## src/rtl/sha256_host_ctrl.sv

```systemverilog
// rtl/sha256_host_ctrl.sv - host controller: load message, start SHA-256 engine, read back and stream digest
// Optional watchdog in WAIT enabled by `define SHA_HOST_TIMEOUT_EN
module sha256_host_ctrl #(
  parameter int          MSG_WORDS      = 20,
  parameter logic [15:0] MSG_ADDR       = 16'h0000,
  parameter logic [15:0] OUT_ADDR       = 16'h0080,
  parameter int          TIMEOUT_CYCLES = 4096
) (
  input  logic        clk,
  input  logic        reset_n,
  input  logic        go,
  output logic        busy,
  input  logic        msg_valid,
  output logic        msg_ready,
  input  logic [31:0] msg_data,
  output logic [15:0] message_addr,
  output logic [15:0] output_addr,
  output logic        sha_start,
  input  logic        sha_done,
  output logic        mem_clk,
  output logic        mem_host_own,
  output logic        mem_we,
  output logic [15:0] mem_addr,
  output logic [31:0] mem_write_data,
  input  logic [31:0] mem_read_data,
  output logic        dout_valid,
  input  logic        dout_ready,
  output logic [31:0] dout_data,
  output logic        dout_last,
  output logic        err_timeout
);

  localparam int            KW     = $clog2(MSG_WORDS + 1);
  localparam logic [KW-1:0] K_LAST = KW'(MSG_WORDS - 1);

  if (MSG_WORDS < 1 || TIMEOUT_CYCLES < 1) begin : g_bad_params
    $error("MSG_WORDS and TIMEOUT_CYCLES must be positive");
  end

  typedef enum logic [2:0] {S_IDLE, S_LOAD, S_START, S_WAIT, S_READ, S_STREAM} state_t;

  state_t        r_state, w_next;
  logic [KW-1:0] r_k;
  logic [3:0]    r_j;
  logic [31:0]   r_buf [0:7];
  logic          r_mem_we, r_own, r_sha_start;
  logic [15:0]   r_mem_addr;
  logic [31:0]   r_wdata;
  logic          w_msg_hs, w_out_hs, w_tmo;

  assign w_msg_hs = (r_state == S_LOAD) && msg_valid;
  assign w_out_hs = (r_state == S_STREAM) && dout_ready;

  assign busy           = (r_state != S_IDLE);
  assign msg_ready      = (r_state == S_LOAD);
  assign message_addr   = MSG_ADDR;
  assign output_addr    = OUT_ADDR;
  assign sha_start      = r_sha_start;
  assign mem_clk        = clk;
  assign mem_host_own   = r_own;
  assign mem_we         = r_mem_we;
  assign mem_addr       = r_mem_addr;
  assign mem_write_data = r_wdata;
  assign dout_valid     = (r_state == S_STREAM);
  assign dout_data      = r_buf[r_j[2:0]];
  assign dout_last      = (r_state == S_STREAM) && (r_j == 4'd7);

`ifdef SHA_HOST_TIMEOUT_EN
  localparam int TW = $clog2(TIMEOUT_CYCLES + 1);
  logic [TW-1:0] r_tmo_cnt;
  logic          r_err;

  assign w_tmo       = (r_state == S_WAIT) && !sha_done && (r_tmo_cnt == TW'(TIMEOUT_CYCLES - 1));
  assign err_timeout = r_err;

  always_ff @(posedge clk or negedge reset_n) begin
    if (!reset_n) begin
      r_tmo_cnt <= '0;
      r_err     <= 1'b0;
    end else begin
      r_tmo_cnt <= (r_state == S_WAIT) ? r_tmo_cnt + 1'b1 : '0;
      if (w_tmo)
        r_err <= 1'b1;
      else if (r_state == S_IDLE && go)
        r_err <= 1'b0;
    end
  end
`else
  assign w_tmo       = 1'b0;
  assign err_timeout = 1'b0;
`endif

  always_comb begin
    w_next = r_state;
    case (r_state)
      S_IDLE:   if (go) w_next = S_LOAD;
      S_LOAD:   if (w_msg_hs && r_k == K_LAST) w_next = S_START;
      S_START:  w_next = S_WAIT;
      S_WAIT:   if (sha_done) w_next = S_READ;
                else if (w_tmo) w_next = S_IDLE;
      S_READ:   if (r_j == 4'd8) w_next = S_STREAM;
      S_STREAM: if (w_out_hs && r_j == 4'd7) w_next = S_IDLE;
      default:  w_next = S_IDLE;
    endcase
  end

  // The start pulse is registered off START so it lands one cycle after the last write is on the bus.
  always_ff @(posedge clk or negedge reset_n) begin
    if (!reset_n) begin
      r_state     <= S_IDLE;
      r_k         <= '0;
      r_j         <= '0;
      r_mem_we    <= 1'b0;
      r_own       <= 1'b0;
      r_sha_start <= 1'b0;
      r_mem_addr  <= '0;
      r_wdata     <= '0;
      for (int i = 0; i < 8; i++) r_buf[i] <= '0;
    end else begin
      r_state     <= w_next;
      r_mem_we    <= w_msg_hs;
      r_sha_start <= (r_state == S_START);
      r_own       <= (r_state == S_LOAD) || (w_next == S_READ);
      if (r_state == S_IDLE && go)
        r_k <= '0;
      if (w_msg_hs) begin
        r_mem_addr <= MSG_ADDR + 16'(r_k);
        r_wdata    <= msg_data;
        r_k        <= r_k + 1'b1;
      end
      if (r_state == S_WAIT && sha_done) begin
        r_j        <= '0;
        r_mem_addr <= OUT_ADDR;
      end
      // Read data trails the address by one cycle, so slot j-1 is captured while j is presented.
      if (r_state == S_READ) begin
        if (r_j != 4'd0)
          r_buf[3'(r_j - 4'd1)] <= mem_read_data;
        if (r_j < 4'd7)
          r_mem_addr <= OUT_ADDR + 16'(r_j) + 16'd1;
        r_j <= (r_j == 4'd8) ? 4'd0 : r_j + 4'd1;
      end
      if (w_out_hs)
        r_j <= (r_j == 4'd7) ? 4'd0 : r_j + 4'd1;
    end
  end

endmodule

```

## config.mk

```make
export PLATFORM = sky130hd
export DESIGN_NAME = sha256_host_ctrl
export DESIGN_NICKNAME = d
export VERILOG_FILES = /design/src/rtl/sha256_host_ctrl.sv
export SDC_FILE = /design/constraint.sdc
export NUM_CORES = 1
export LEC_CHECK = 0
export BUFFER_PORTS_ARGS = -buffer_cell sky130_fd_sc_hd__buf_2
export CORE_UTILIZATION = 65
export CTS_BUF_LIST = sky130_fd_sc_hd__clkbuf_8
export DETAILED_ROUTE_END_ITERATION = 6
export GPL_ROUTABILITY_DRIVEN = 0
export PLACE_DENSITY = 0.88
export SETUP_SLACK_MARGIN = 0.4
export SLEW_MARGIN = 25
export SYNTH_ARGS = -nofsm -noshare
export SYNTH_HDL_FRONTEND = slang
export SYNTH_SLANG_ARGS = --single-unit
```

## constraint.sdc

```tcl
create_clock -name clk -period 4.3 [get_ports clk]
set_input_delay 0 -clock clk [delete_from_list [all_inputs] [get_ports clk]]
set_output_delay 0 -clock clk [all_outputs]
set_load 0.005 [all_outputs]
```

== Word level (Yosys, flattened, before mapping) ==
Index checks and enable logic that the tools add are counted.

* Bits in registers: 319
* Bits of input ports: 70
* Output and inout port bits: 121
* Logic and storage cells: 74

* $add $sub $neg: 5
* Magnitude comparators: 4
* Equal/unequal tests: 9
* Multiplexer cells: 23
* Bitwise logic cells: 2
* Reduce and logical (&&, ||, !) cells: 15

{| class="wikitable"
|+ Operators with widths
! cell !! number
|-
| $bwmux W256 || 1
|-
| $bmux W32 S3 || 1
|-
| $demux W32 S3 || 1
|-
| $mux W32 || 3
|-
| $mux W16 || 4
|-
| $mux W4 || 5
|-
| $pmux W3 S6 || 1
|-
| $mux W3 || 5
|-
| $add A9 B1 Y10 const B || 1
|-
| $mux W5 || 2
|-
| $add A8 B4 Y9 const A || 1
|-
| $eq A3 B3 Y1 const B || 3
|-
| $ge A4 B4 Y1 const B || 2
|-
| $logic_and A1 B1 Y1 || 8
|-
| $not A3 Y4 || 2
|-
| $eq A3 B2 Y1 const B || 2
|-
| $reduce_bool A3 Y1 || 2
|-
| $add A5 B1 Y5 const B || 1
|-
| $eq A5 B5 Y1 const B || 1
|-
| $add A4 B1 Y4 const B || 1
|-
| $eq A4 B3 Y1 const B || 1
|-
| $eq A4 B4 Y1 const B || 1
|-
| $lt A4 B1 Y1 const B || 1
|-
| $lt A4 B3 Y1 const B || 1
|-
| other kinds (7) || 7
|}

== Longest topological paths before layout ==
Gate-level depths: netlist of the first run.

* Word-level depth: 7
* Depth in mapped cells: 10
* Depth with buffers taken out: 6

==> flow_summary.rst, run 1 <==
.. list-table::
   :header-rows: 1

   * - Metric
     - Value
   * - Normalized max-slew margin
     - 32.72%
   * - Iteration-0 DRC count of the detailed router
     - 428
   * - Netlist area before placement
     - 14470 um^2
   * - Cell with the most instances after synthesis
     - dfrtp_1
   * - Crit start category
     - flop
   * - Most common flop cell mapped by yosys
     - dfrtp_1
   * - Start-to-end type of the worst setup path
     - reg2out
   * - Switching share of total power
     - 28.98%
   * - Core region area
     - 21820 um^2
   * - Rows
     - 54
   * - Cell at the slowest stage of the critical path
     - dfrtp_4
   * - Total detailed-routing wirelength
     - 32250 um
   * - Routed via count
     - 9041
   * - Aggregate global routing overflow
     - 0
   * - Unique masters post-synth
     - 47
   * - CP endpoint kind
     - output port
   * - Largest net degree at the start of global routing
     - 124
   * - Share of the yosys chip area belonging to registers
     - 55.17%
   * - Final-layout setup total negative slack
     - 0 ps
   * - Sequential fraction of design power
     - between 40 and 50%
   * - Met3 demand-to-capacity share in global routing
     - 4.548%
   * - Placed Instances
     - 1369
   * - Non-filler cells, final
     - 1531
   * - Critical Path Max Stage Delay
     - 700 ps
   * - Final count of pins violating max slew
     - 0
   * - Crit path depth
     - 4
   * - Number of detailed-routing iterations run before antenna repair
     - 5
   * - Top cells by area in the synthesized netlist
     - dfrtp_1 55%, mux2_2 20%, mux4_2 10%
   * - RSZ-0062 raised after global routing
     - no
   * - Clock latency at the later pin of the worst-skew pair
     - approximately 680 ps
   * - Clock period minus worst slack
     - 3089 ps
   * - Cell-by-cell listing of the critical path
     - buf_6, mux4_2, mux2_2, buf_2
   * - Area growth syn-to-layout
     - 17.81%
   * - Switch Pwr
     - ~0.0023 W
   * - Count of endpoints failing setup in the final report
     - 0
   * - Via/cell ratio
     - 5.905
   * - Total Nets Final
     - about 1300
   * - Kind of cell with the highest combined delay on the critical path
     - multiplexers
   * - CTS tree
     - built
   * - Number of buffers added on ports
     - 157
   * - Final ANT Viol Nets
     - 0
   * - Average size of a mapped cell
     - between 10 and 15 um^2
   * - Flops & latches, synth
     - 319
   * - EDFF count, synth
     - 0
   * - Cell count after synthesis
     - 976
   * - Timing-limited maximum frequency
     - roughly 320 MHz
   * - Total number of yosys warnings
     - 0
   * - Asr flop ratio synth
     - 100.0%
   * - DR WL/cell
     - about 21 um
   * - Number of cells on the worst reg-to-reg path
     - 7
   * - Cell area power density
     - 462.4 nW/um^2
   * - Hold Fails Final Rpt
     - 0
   * - Vias in the first global route
     - ~9600
   * - Data required time at the worst endpoint
     - 4300 ps
   * - Design Power
     - 0.007883 W
   * - Count of unresolved DRC violations after routing
     - 0
   * - Logic pwr share
     - 22.1%
   * - Cell accounting for the most synthesized area
     - dfrtp_1
   * - Final HPWL from detailed placement
     - 18190 um
   * - Initial antenna violation count
     - 0
   * - Met2 demand-to-capacity share in global routing
     - roughly 50%
   * - Worst-path clk slew
     - 60 ps
   * - Die extent in x
     - 151.2 um
   * - Top fanout value on the critical path
     - 48
   * - Die Ht
     - 151.2 um
   * - Pin slew with the least headroom to its limit
     - 1009 ps
   * - Peak VDD IR
     - slightly above 300 uV
   * - Run status
     - finished, final reports clean
   * - Design internal power
     - 0.005599 W
   * - Power share of the clock group
     - 33.0%
   * - Arrival @ worst endpoint
     - between 3000 and 4000 ps
   * - IO Count
     - 191
   * - Sum of buffers and inverters on the critical path
     - 2
   * - Initial Util
     - 66.31%
   * - Worst min-delay path category
     - in2async
   * - Share of post-route cells with drive strength above 1
     - approximately half
   * - Top Usage Layer GRT
     - met2
   * - Leakage power figure
     - 8.061 nW
   * - Largest clock skew in the final design
     - 24.22 ps
   * - Die area
     - between 20000 and 25000 um^2
   * - Wire length of the first global-routing pass
     - approximately 50000 um
   * - Synth top cells by count
     - 319 x dfrtp_1, 256 x mux2_2, 116 x nand2_1
   * - Proportion of netlist area held by the largest area contributor
     - between 50% and 60%
   * - Overall track demand over capacity in global routing
     - 29.36%
   * - Final Cycle Share
     - a little under three quarters
   * - Number of inserted diodes
     - 0
   * - Max cap viols
     - 0
   * - Met1 layer usage reported by global route
     - 38.08%
-- state kept, by name, summed over array words and instances (netlist names) --
register        flops
r_k                 5
mem_host_own        1
mem_addr           16
mem_write_data     32
r_state             3
r_j                 4
r_buf             256
mem_we              1
sha_start           1
-- routing by layer --
layer / share of wire [%] / up-vias
li1: - / 3922
met1: 41 / 4749
met2: 51 / 294
met3: 5.0 / 76
met4: 2.8 / 0
met5: 0 / -
-- worst reg2reg max path, cell delays in order (launching register included) --
cell and delay (ps):
dfrtp_4 700, inv_1 150, ha_1 260, nor2b_1 240, o211a_1 280, and3_2 640
buf_12 270, mux2_4 320
-- path summary, 6_finish.rpt --
| kind | from | to | slack (ps) |
|---|---|---|---|
| setup / recovery | r_j[0] | dout_data[1] | 1210 |
| hold / removal | reset_n | mem_write_data[25] | 20 |
| setup reg to reg | r_j[0] | r_buf[104] | 1300 |
| hold reg to reg | mem_write_data[30] | mem_write_data[30] | 470 |
| max in group asynchronous | reset_n | r_buf[70] | 3080 |
| min in group clk | msg_data[2] | mem_write_data[2] | 60 |
-- what timing repair did --
action | CTS | global route
hold buffers | 70 | 0
hold endpoints to repair | 419 | 0
resized for setup | 0 | 0
setup buffers | 0 | 0
-- power groups by stage --
stage / sequential [W] / clock, W / combinational, W
3_5_place_dp: 0.00357 / 0.0000101 / 0.00166
6_report: 0.00354 / 0.00260 / 0.00174
3_3_place_gp: 0.00355 / 0.0000101 / 0.00162
4_1_cts: 0.00352 / 0.00265 / 0.00173
2_1_floorplan: 0.00350 / 0.0000151 / 0.00112
5_1_grt: 0.00357 / 0.00278 / 0.00192
-- stage by stage --
| stage | worst slack (ps) | utilization [%] | hold slack (ps) | instance area (um^2) |
|---|---|---|---|---|
| floorplan | 1826 | - | -295.6 | 14590 |
| global placement | 1411 | 70.10 | 82.88 | 15300 |
| detailed placement | 1304 | 70.10 | 82.88 | 15300 |
| CTS | 892.8 | 78.10 | 25.51 | 17040 |
| global route | 1034 | 78.12 | 73.13 | 17050 |
| finish | 1211 | 78.12 | 17.90 | 17050 |
-- cells by family (layout without fill, tap and decap cells) --
kind of cell	after synthesis	count (layout)	share of synthesized area (%)
multiplexers	357	357	33.51
flip-flops	319	319	55.17
AND/OR/NAND/NOR	165	165	5.110
buffers and inverters	98	342	4.479
AO/OA/AOI/OAI	30	30	1.297
adder cells (fa/ha/maj)	3	3	0.2594
other	2	33	0.05190
XOR/XNOR	2	2	0.1211
-- area by class of cell --
class	count	area, um^2
Timing Repair Buffer	242	1653
Multi-Input combinational cell	590	5978
Clock inverter	24	110.1
Tap cell	280	350.3
Inverter	7	26.28
Fill cell	1172	4776
Clock buffer	69	940.9
Sequential cell	319	7989
-- layout by cell type (no fill, tap or decap), types with 2 or more instances in the layout --
cell type      count
dfrtp_1          316
mux2_2           256
buf_2            156
nand2_1          110
dlygate4sd3_1     70
clkbuf_8          68
mux4_2            64
conb_1            33
mux2_4            30
inv_1             18
o21ai_0           12
buf_4             12
nor2_1            11
and2_1            10
clkinv_2          10
nand2_2            6
nor2b_1            5
a21oi_1            4
nand3_1            4
mux2_1             4
nor3_1             3
mux2i_1            3
o22ai_1            3
ha_1               3
buf_12             3
nand4b_1           2
and3b_1            2
and3_2             2
xor2_1             2
a22o_1             2
clkinvlp_4         2
dfrtp_2            2
Note: power is estimated with default switching activity, not from simulation.
==> inputs of run 2 (changes only) <==
--- a/config.mk
+++ b/config.mk
@@ -5,12 +5,13 @@
 export SDC_FILE = /design/constraint.sdc
 export NUM_CORES = 1
 export LEC_CHECK = 0
+export ABC_AREA = 1
 export BUFFER_PORTS_ARGS = -buffer_cell sky130_fd_sc_hd__buf_2
-export CORE_UTILIZATION = 65
+export CORE_UTILIZATION = 54
 export CTS_BUF_LIST = sky130_fd_sc_hd__clkbuf_8
 export DETAILED_ROUTE_END_ITERATION = 6
 export GPL_ROUTABILITY_DRIVEN = 0
-export PLACE_DENSITY = 0.88
+export PLACE_DENSITY = 0.79
 export SETUP_SLACK_MARGIN = 0.4
 export SLEW_MARGIN = 25
 export SYNTH_ARGS = -nofsm -noshare
==> constraint.sdc (replaced) <==
create_clock -name clk -period 2.8 [get_ports clk]
set_input_delay 0 -clock clk [delete_from_list [all_inputs] [get_ports clk]]
set_output_delay 0 -clock clk [all_outputs]
set_load 0.005 [all_outputs]
==> flow_summary.rst, run 2 <==
.. list-table::
   :header-rows: 1

   * - Metric
     - Value
   * - Run status
     - finished, final reports clean (unchanged)
   * - Proportion of netlist area held by the largest area contributor
     - 56.86% (was 55.17%)
   * - Mux share of post-synthesis cell area
     - 0% (was 33.51%)
   * - Max cap viols
     - 0 (unchanged)
   * - Hold Fails Final Rpt
     - 0 (unchanged)
   * - Design Power
     - 0.01847 W (was 0.007883 W)
   * - Vias in the first global route
     - 11979 (was 9607)
   * - Total Nets Final
     - 1961 (was 1287)
   * - Pin slew with the least headroom to its limit
     - 564.4 ps (was 1009 ps)
   * - Worst-case hold path end point
     - mem_write_data[22]
   * - Number of buffers added on ports
     - 157 (unchanged)
   * - Peak VDD IR
     - 650.3 uV (was 307.6 uV)
   * - Normalized max-slew margin
     - 62.37% (was 32.72%)
   * - Die Ht
     - 163.2 um (was 151.2 um)
   * - Initial Util
     - 55.43% (was 66.31%)
   * - Worst min-delay path category
     - in2reg (was in2async)
   * - Beginning of the worst register-to-register path
     - r_j[0] (unchanged)
   * - Asr flop ratio synth
     - 100.0% (unchanged)
   * - CTS tree
     - built (unchanged)
   * - Max FFs per register
     - 256 (unchanged)
   * - Clock latency at the later pin of the worst-skew pair
     - 670 ps (was 680 ps)
   * - Die area
     - 26650 um^2 (was 22860 um^2)
   * - Arrival @ worst endpoint
     - 2290 ps (was 3090 ps)
   * - Die extent in x
     - 163.2 um (was 151.2 um)
   * - Setup slack of the most critical reg-to-reg path
     - 570 ps (was 1300 ps)
   * - Non-filler cells, final
     - 2255 (was 1531)
   * - Final-layout setup total negative slack
     - 0 ps (unchanged)
   * - Largest net degree at the start of global routing
     - 104 (was 124)
   * - Post-synthesis xor/xnor area fraction
     - 0.1248% (was 0.1211%)
   * - Data required time at the worst endpoint
     - 2800 ps (was 4300 ps)
   * - Total number of yosys warnings
     - 0 (unchanged)
   * - Largest family of logic cells by synthesized area
     - simple AND/OR/NAND/NOR gates (was multiplexers)
   * - Iteration-0 DRC count of the detailed router
     - 1290 (was 428)
   * - IO Count
     - 191 (unchanged)
   * - Final Cycle Share
     - 81.78%
   * - Logic pwr share
     - 36.1% (was 22.1%)
   * - R2R Path End
     - r_buf[9] (was r_buf[104])
   * - Clock period minus worst slack
     - 2290 ps
   * - Cell with the most instances after synthesis
     - nand2_1 (was dfrtp_1)
   * - Core region area
     - 25330 um^2 (was 21820 um^2)
   * - Cell area power density
     - 1091 nW/um^2 (was 462.4 nW/um^2)
   * - Top library cells by usage in the layout, fill and taps aside
     - 505 x nand2_1, 393 x o21ai_0, 317 x dfrtp_1 (was 316 x dfrtp_1, 256 x mux2_2, 156 x buf_2)
   * - Utilization after layout
     - 66.86% (was 78.12%)
   * - Post-Synth Simple-Gate Area
     - 18.89% (was 5.110%)
   * - Number of cells on the worst reg-to-reg path
     - 7 (unchanged)
   * - Total detailed-routing wirelength
     - 36660 um (was 32250 um)
   * - Number of detailed-routing iterations run before antenna repair
     - 6 (was 5)
   * - Initial antenna violation count
     - 0 (unchanged)
   * - Hold path start
     - msg_data[22]
   * - Final HPWL from detailed placement
     - 20160 um (was 18190 um)
   * - Adder-cell area share of the yosys netlist
     - 0.2674% (was 0.2594%)
   * - Average size of a mapped cell
     - 8.347 um^2 (was 14.83 um^2)
   * - Largest clock skew in the final design
     - 18.97 ps (was 24.22 ps)
   * - Final count of pins violating max slew
     - 0 (unchanged)
   * - Final ANT Viol Nets
     - 0 (unchanged)
   * - Cell count after synthesis
     - 1682 (was 976)
   * - Number of inserted diodes
     - 0 (unchanged)
   * - Count of endpoints failing setup in the final report
     - 0 (unchanged)
   * - Timing-limited maximum frequency
     - 436.7 MHz
   * - Switching share of total power
     - 37.90% (was 28.98%)
   * - Power share of the clock group
     - 22.9% (was 33.0%)
   * - Area growth syn-to-layout
     - 20.61% (was 17.81%)
   * - Share of post-route cells with drive strength above 1
     - 15.06% (was 49.40%)
   * - DR WL/cell
     - 16.26 um (was 21.06 um)
   * - Design internal power
     - 0.01147 W (was 0.005599 W)
   * - Top fanout value on the critical path
     - 67 (was 48)
   * - Cell accounting for the most synthesized area
     - dfrtp_1 (unchanged)
   * - Unique masters post-synth
     - 27 (was 47)
   * - Rows
     - 58 (was 54)
   * - Area fraction in compound gates after synthesis
     - 17.38% (was 1.297%)
   * - Wire length of the first global-routing pass
     - 59970 um (was 50470 um)
   * - Overall track demand over capacity in global routing
     - 28.47% (was 29.36%)
   * - Worst-path clk slew
     - 70 ps (was 60 ps)
   * - EDFF count, synth
     - 0 (unchanged)
   * - Via/cell ratio
     - 5.506 (was 5.905)
   * - Leakage power figure
     - 8.660 nW (was 8.061 nW)
   * - Flops & latches, synth
     - 319 (unchanged)
   * - Share of the yosys chip area belonging to registers
     - 56.86% (was 55.17%)
   * - RSZ-0062 raised after global routing
     - yes (was no)
   * - CP endpoint kind
     - output port (unchanged)
   * - Hold Path Cell Cnt
     - 4
   * - Netlist area before placement
     - 14040 um^2 (was 14470 um^2)
   * - Placed Instances
     - 2090 (was 1369)
   * - Aggregate global routing overflow
     - 0 (unchanged)
   * - Largest Register
     - r_buf (unchanged)
   * - Count of unresolved DRC violations after routing
     - 0 (unchanged)
   * - Most common flop cell mapped by yosys
     - dfrtp_1 (unchanged)
   * - Synth top cells by count
     - 505 x nand2_1, 393 x o21ai_0, 319 x dfrtp_1 (was 319 x dfrtp_1, 256 x mux2_2, 116 x nand2_1)
   * - Setup repair bufs after CTS
     - 0 (unchanged)
   * - Top cells by area in the synthesized netlist
     - dfrtp_1 57%, o21ai_0 14%, nand2_1 14% (was dfrtp_1 55%, mux2_2 20%, mux4_2 10%)
   * - Switch Pwr
     - 0.006999 W (was 0.002284 W)
   * - Sequential fraction of design power
     - 41.0% (was 44.8%)
   * - Routed via count
     - 12416 (was 9041)
   * - Leading cell type in the layout, fill and taps excluded
     - nand2_1 (was dfrtp_1)
   * - Crit start category
     - flop (unchanged)
   * - Start-to-end type of the worst setup path
     - reg2out (unchanged)
## run 2: layout make-up
type,count,area (um^2)
Clock inverter,23,158.9
Fill cell,2079,8393
Timing Repair Buffer,260,1933
Multi-Input combinational cell,1198,5279
Tap cell,330,412.9
Inverter,55,207.7
Clock buffer,70,954.7
Sequential cell,319,7988
## run 2: worst max path at each step
stage	startpoint	endpoint	slack (ps)	cells past startpoint
2_1_floorplan	r_j[0]	r_buf[217]	500	15
3_3_place_gp	r_j[0]	r_buf[140]	720	5
3_5_place_dp	r_j[0]	r_buf[131]	630	5
4_1_cts	r_j[1]	dout_data[10]	450	7
5_1_grt	r_j[0]	r_buf[131]	370	10
6_report	r_j[0]	dout_data[10]	510	7
## run 2: power groups by stage
stage	combinational (W)	sequential (W)	clock (W)
after floorplan	0.00428	0.00737	0.0000232
after global placement	0.00616	0.00752	0.0000155
after detailed placement	0.00638	0.00758	0.0000155
after CTS	0.00662	0.00753	0.00429
after global routing	0.00763	0.00778	0.00449
final	0.00667	0.00758	0.00422
## run 2: kinds of logic after synthesis
kind of cell / Yosys count
AND/OR/NAND/NOR: 693
adder cells (fa/ha/maj): 3
buffers and inverters: 196
flip-flops: 319
XOR/XNOR: 2
other: 2
AO/OA/AOI/OAI: 467
## run 2: metrics by stage
step	setup WS (ps)	hold WS [ps]	instance area [um^2]
5_1_grt	374.5	62.49	16930
3_3_place_gp	716.0	-2.224	15040
4_1_cts	445.1	37.93	16920
2_1_floorplan	500.1	-295.6	14160
6_report	510.1	67.76	16930
3_5_place_dp	629.8	-0.3979	15040
## run 2: worst max-delay path, cell delays in order (launching register included)
cell and delay (ps):
dfrtp_4 520, clkinv_2 150, buf_16 280, o21ai_0 150
o22ai_1 180, nand2_1 70, nand2_1 120, buf_2 130
## run 2: repair_timing
item | CTS | global route
endpoints found under the setup margin | 28 | 23
hold endpoints to repair | 637 | 0
pin swaps | 0 | 0
gates cloned | 1 | 0
gates resized for setup | 4 | 6
hold buffers | 72 | 0
## run 2: layer usage
layer  up-vias  part of all wire [%]  GRT usage [%]
met5         -                     0              0
met4         0                   2.6          11.00
met3        80                   8.6          5.587
met2       539                    47          45.22
met1      5947                    42          38.66
li1       5850                     -              -
==> inputs of run 3 (changes only) <==
--- a/config.mk
+++ b/config.mk
@@ -5,13 +5,13 @@
 export SDC_FILE = /design/constraint.sdc
 export NUM_CORES = 1
 export LEC_CHECK = 0
-export ABC_AREA = 1
+export ABC_AREA = 0
 export BUFFER_PORTS_ARGS = -buffer_cell sky130_fd_sc_hd__buf_2
 export CORE_UTILIZATION = 54
 export CTS_BUF_LIST = sky130_fd_sc_hd__clkbuf_8
 export DETAILED_ROUTE_END_ITERATION = 6
 export GPL_ROUTABILITY_DRIVEN = 0
-export PLACE_DENSITY = 0.79
+export PLACE_DENSITY = 0.78
 export SETUP_SLACK_MARGIN = 0.4
 export SLEW_MARGIN = 25
 export SYNTH_ARGS = -nofsm -noshare
==> constraint.sdc (replaced) <==
create_clock -name clk -period 2.1 [get_ports clk]
set_input_delay 0 -clock clk [delete_from_list [all_inputs] [get_ports clk]]
set_output_delay 0 -clock clk [all_outputs]
set_load 0.005 [all_outputs]
==> flow_summary.rst, run 3 (synthesized netlist as in run 1, its figures left out) <==
.. list-table::
   :header-rows: 1

   * - Metric
     - Value
   * - Initial antenna violation count
     - 0 (unchanged)
   * - Largest net degree at the start of global routing
     - 81 (was 104)
   * - Final count of pins violating max slew
     - 0 (unchanged)
   * - Total Nets Final
     - 1399 (was 1961)
   * - Worst-case setup margin in the final layout
     - -399.8 ps (was 510.1 ps)
   * - Leading cell type in the layout, fill and taps excluded
     - dfrtp_1 (was nand2_1)
   * - Number of detailed-routing iterations run before antenna repair
     - 7 (was 6)
   * - Worst slack at placement
     - 65.95 ps (was 629.8 ps)
   * - Leakage power figure
     - 9.586 nW (was 8.660 nW)
   * - Crit start category
     - flop (unchanged)
   * - Die Ht
     - 165.7 um (was 163.2 um)
   * - Vias in the first global route
     - 10689 (was 11979)
   * - Largest clock skew in the final design
     - 23.67 ps (was 18.97 ps)
   * - Peak VDD IR
     - 668.9 uV (was 650.3 uV)
   * - Clock period minus worst slack
     - between 2000 and 2500 ps
   * - Aggregate global routing overflow
     - 0 (unchanged)
   * - Timing-limited maximum frequency
     - 400.0 MHz
   * - Pin slew with the least headroom to its limit
     - 641.7 ps (was 564.4 ps)
   * - Hold Fails Final Rpt
     - 0 (unchanged)
   * - Count of endpoints failing setup in the final report
     - 291 (was 0)
   * - Clock latency at the later pin of the worst-skew pair
     - 690 ps (was 670 ps)
   * - Hold Path Cell Cnt
     - 4 (unchanged)
   * - Design Power
     - 0.01824 W (was 0.01847 W)
   * - Count of unresolved DRC violations after routing
     - 34 (was 0)
   * - RSZ-0062 raised after global routing
     - yes (unchanged)
   * - Iteration-0 DRC count of the detailed router
     - 688 (was 1290)
   * - Initial Util
     - 55.22% (was 55.43%)
   * - Top library cells by usage in the layout, fill and taps aside
     - 315 x dfrtp_1, 153 x mux2_2, 137 x mux2_4 (was 505 x nand2_1, 393 x o21ai_0, 317 x dfrtp_1)
   * - Final ANT Viol Nets
     - 0 (unchanged)
   * - Cell area power density
     - 903.8 nW/um^2 (was 1091 nW/um^2)
   * - Wire length of the first global-routing pass
     - 61550 um (was 59970 um)
   * - Max FFs per register
     - 256 (unchanged)
   * - Data required time at the worst endpoint
     - 2100 ps (was 2800 ps)
   * - Largest Register
     - r_buf (unchanged)
   * - Die extent in x
     - 165.7 um (was 163.2 um)
   * - Violations in the final reports
     - design-rule violations, negative setup slack
   * - Via/cell ratio
     - 5.861 (was 5.506)
   * - Number of inserted diodes
     - 0 (unchanged)
   * - Arrival @ worst endpoint
     - 2500 ps (was 2290 ps)
   * - CP endpoint kind
     - output port (unchanged)
   * - Die area
     - 27450 um^2 (was 26650 um^2)
   * - Number of cells on the worst reg-to-reg path
     - 12 (was 7)
   * - Routed via count
     - 9970 (was 12416)
   * - Worst-path clk slew
     - 70 ps (about the same)
   * - Share of post-route cells with drive strength above 1
     - 55.56% (was 15.06%)
   * - Final Cycle Share
     - 119.0%
   * - Area growth syn-to-layout
     - 39.47% (was 20.61%)
   * - Top fanout value on the critical path
     - 8 (was 67)
   * - Run status
     - complete, but fails checks (was finished, final reports clean)
   * - CTS tree
     - built (unchanged)
   * - Normalized max-slew margin
     - 57.22% (was 62.37%)
   * - Overall track demand over capacity in global routing
     - 29.41% (was 28.47%)
   * - Total detailed-routing wirelength
     - 41810 um (was 36660 um)
   * - Rows
     - 59 (was 58)
   * - Start-to-end type of the worst setup path
     - reg2out (unchanged)
   * - Worst min-delay path category
     - in2reg (unchanged)
   * - Max cap viols
     - 0 (unchanged)
   * - IO Count
     - 191 (unchanged)
   * - Number of buffers added on ports
     - 157 (unchanged)
   * - Core region area
     - 26210 um^2 (was 25330 um^2)
   * - DR WL/cell
     - 24.58 um (was 16.26 um)
   * - Final HPWL from detailed placement
     - 17990 um (was 20160 um)
[run 3: timing repair]
| item | in CTS | in global routing |
|---|---|---|
| resized for setup | 177 | 96 |
| hold endpoints to repair | 632 | 0 |
| setup endpoints to repair | 342 | 351 |
| pin swaps | 21 | 14 |
| buffers inserted | 35 | 13 |
| hold buffers | 70 | 0 |
| cloned | 32 | 1 |
[run 3: critical path, stage by stage (launching register included)]
cell and delay (ps):
dfrtp_4 430, buf_12 130, buf_12 150, buf_16 150, mux4_2 530, mux2_4 300
buf_6 120
[run 3: final cells by class]
type,count,area [um^2]
Multi-Input combinational cell,591,6674
Tap cell,335,419.2
Clock buffer,70,954.7
Clock inverter,29,172.7
Timing Repair Buffer,350,3935
Sequential cell,319,7990
Inverter,7,36.28
Fill cell,1410,6025
[run 3: metal layers]
layer,vias up,wire length [um],GRT usage (%)
li1,4170,-,-
met1,5213,16430,37.05
met2,476,21540,50.83
met3,111,2261,5.185
met4,0,1581,11.50
met5,-,0,0
[run 3: worst paths after layout]
kind                                     from                  to  slack [ps]
setup / recovery                       r_j[0]       dout_data[28]        -400
hold / removal                   msg_data[12]  mem_write_data[12]          60
setup reg to reg                       r_j[0]          r_buf[185]        -210
hold reg to reg            mem_write_data[26]  mem_write_data[26]         470
max in group asynchronous             reset_n          r_buf[202]         870
min in group asynchronous             reset_n          r_buf[186]         400
[run 3: metrics by stage]
step           util (%)  TNS (ps)  std cells  hold slack (ps)  cell area, um^2
2_1_floorplan         -    -714.0       1007           -295.6            14700
3_3_place_gp      60.24         0       1452           -32.69            15790
3_5_place_dp      60.24         0       1452           -29.77            15790
4_1_cts           74.85    -30110       1687            18.91            19620
5_1_grt           77.01    -58730       1701            59.63            20180
6_report          77.01    -42770       1701            60.39            20180
[run 3: where the power goes]
group          internal (W)  switching (W)
sequential          0.00676       0.000393
clock               0.00320        0.00259
combinational       0.00287        0.00244
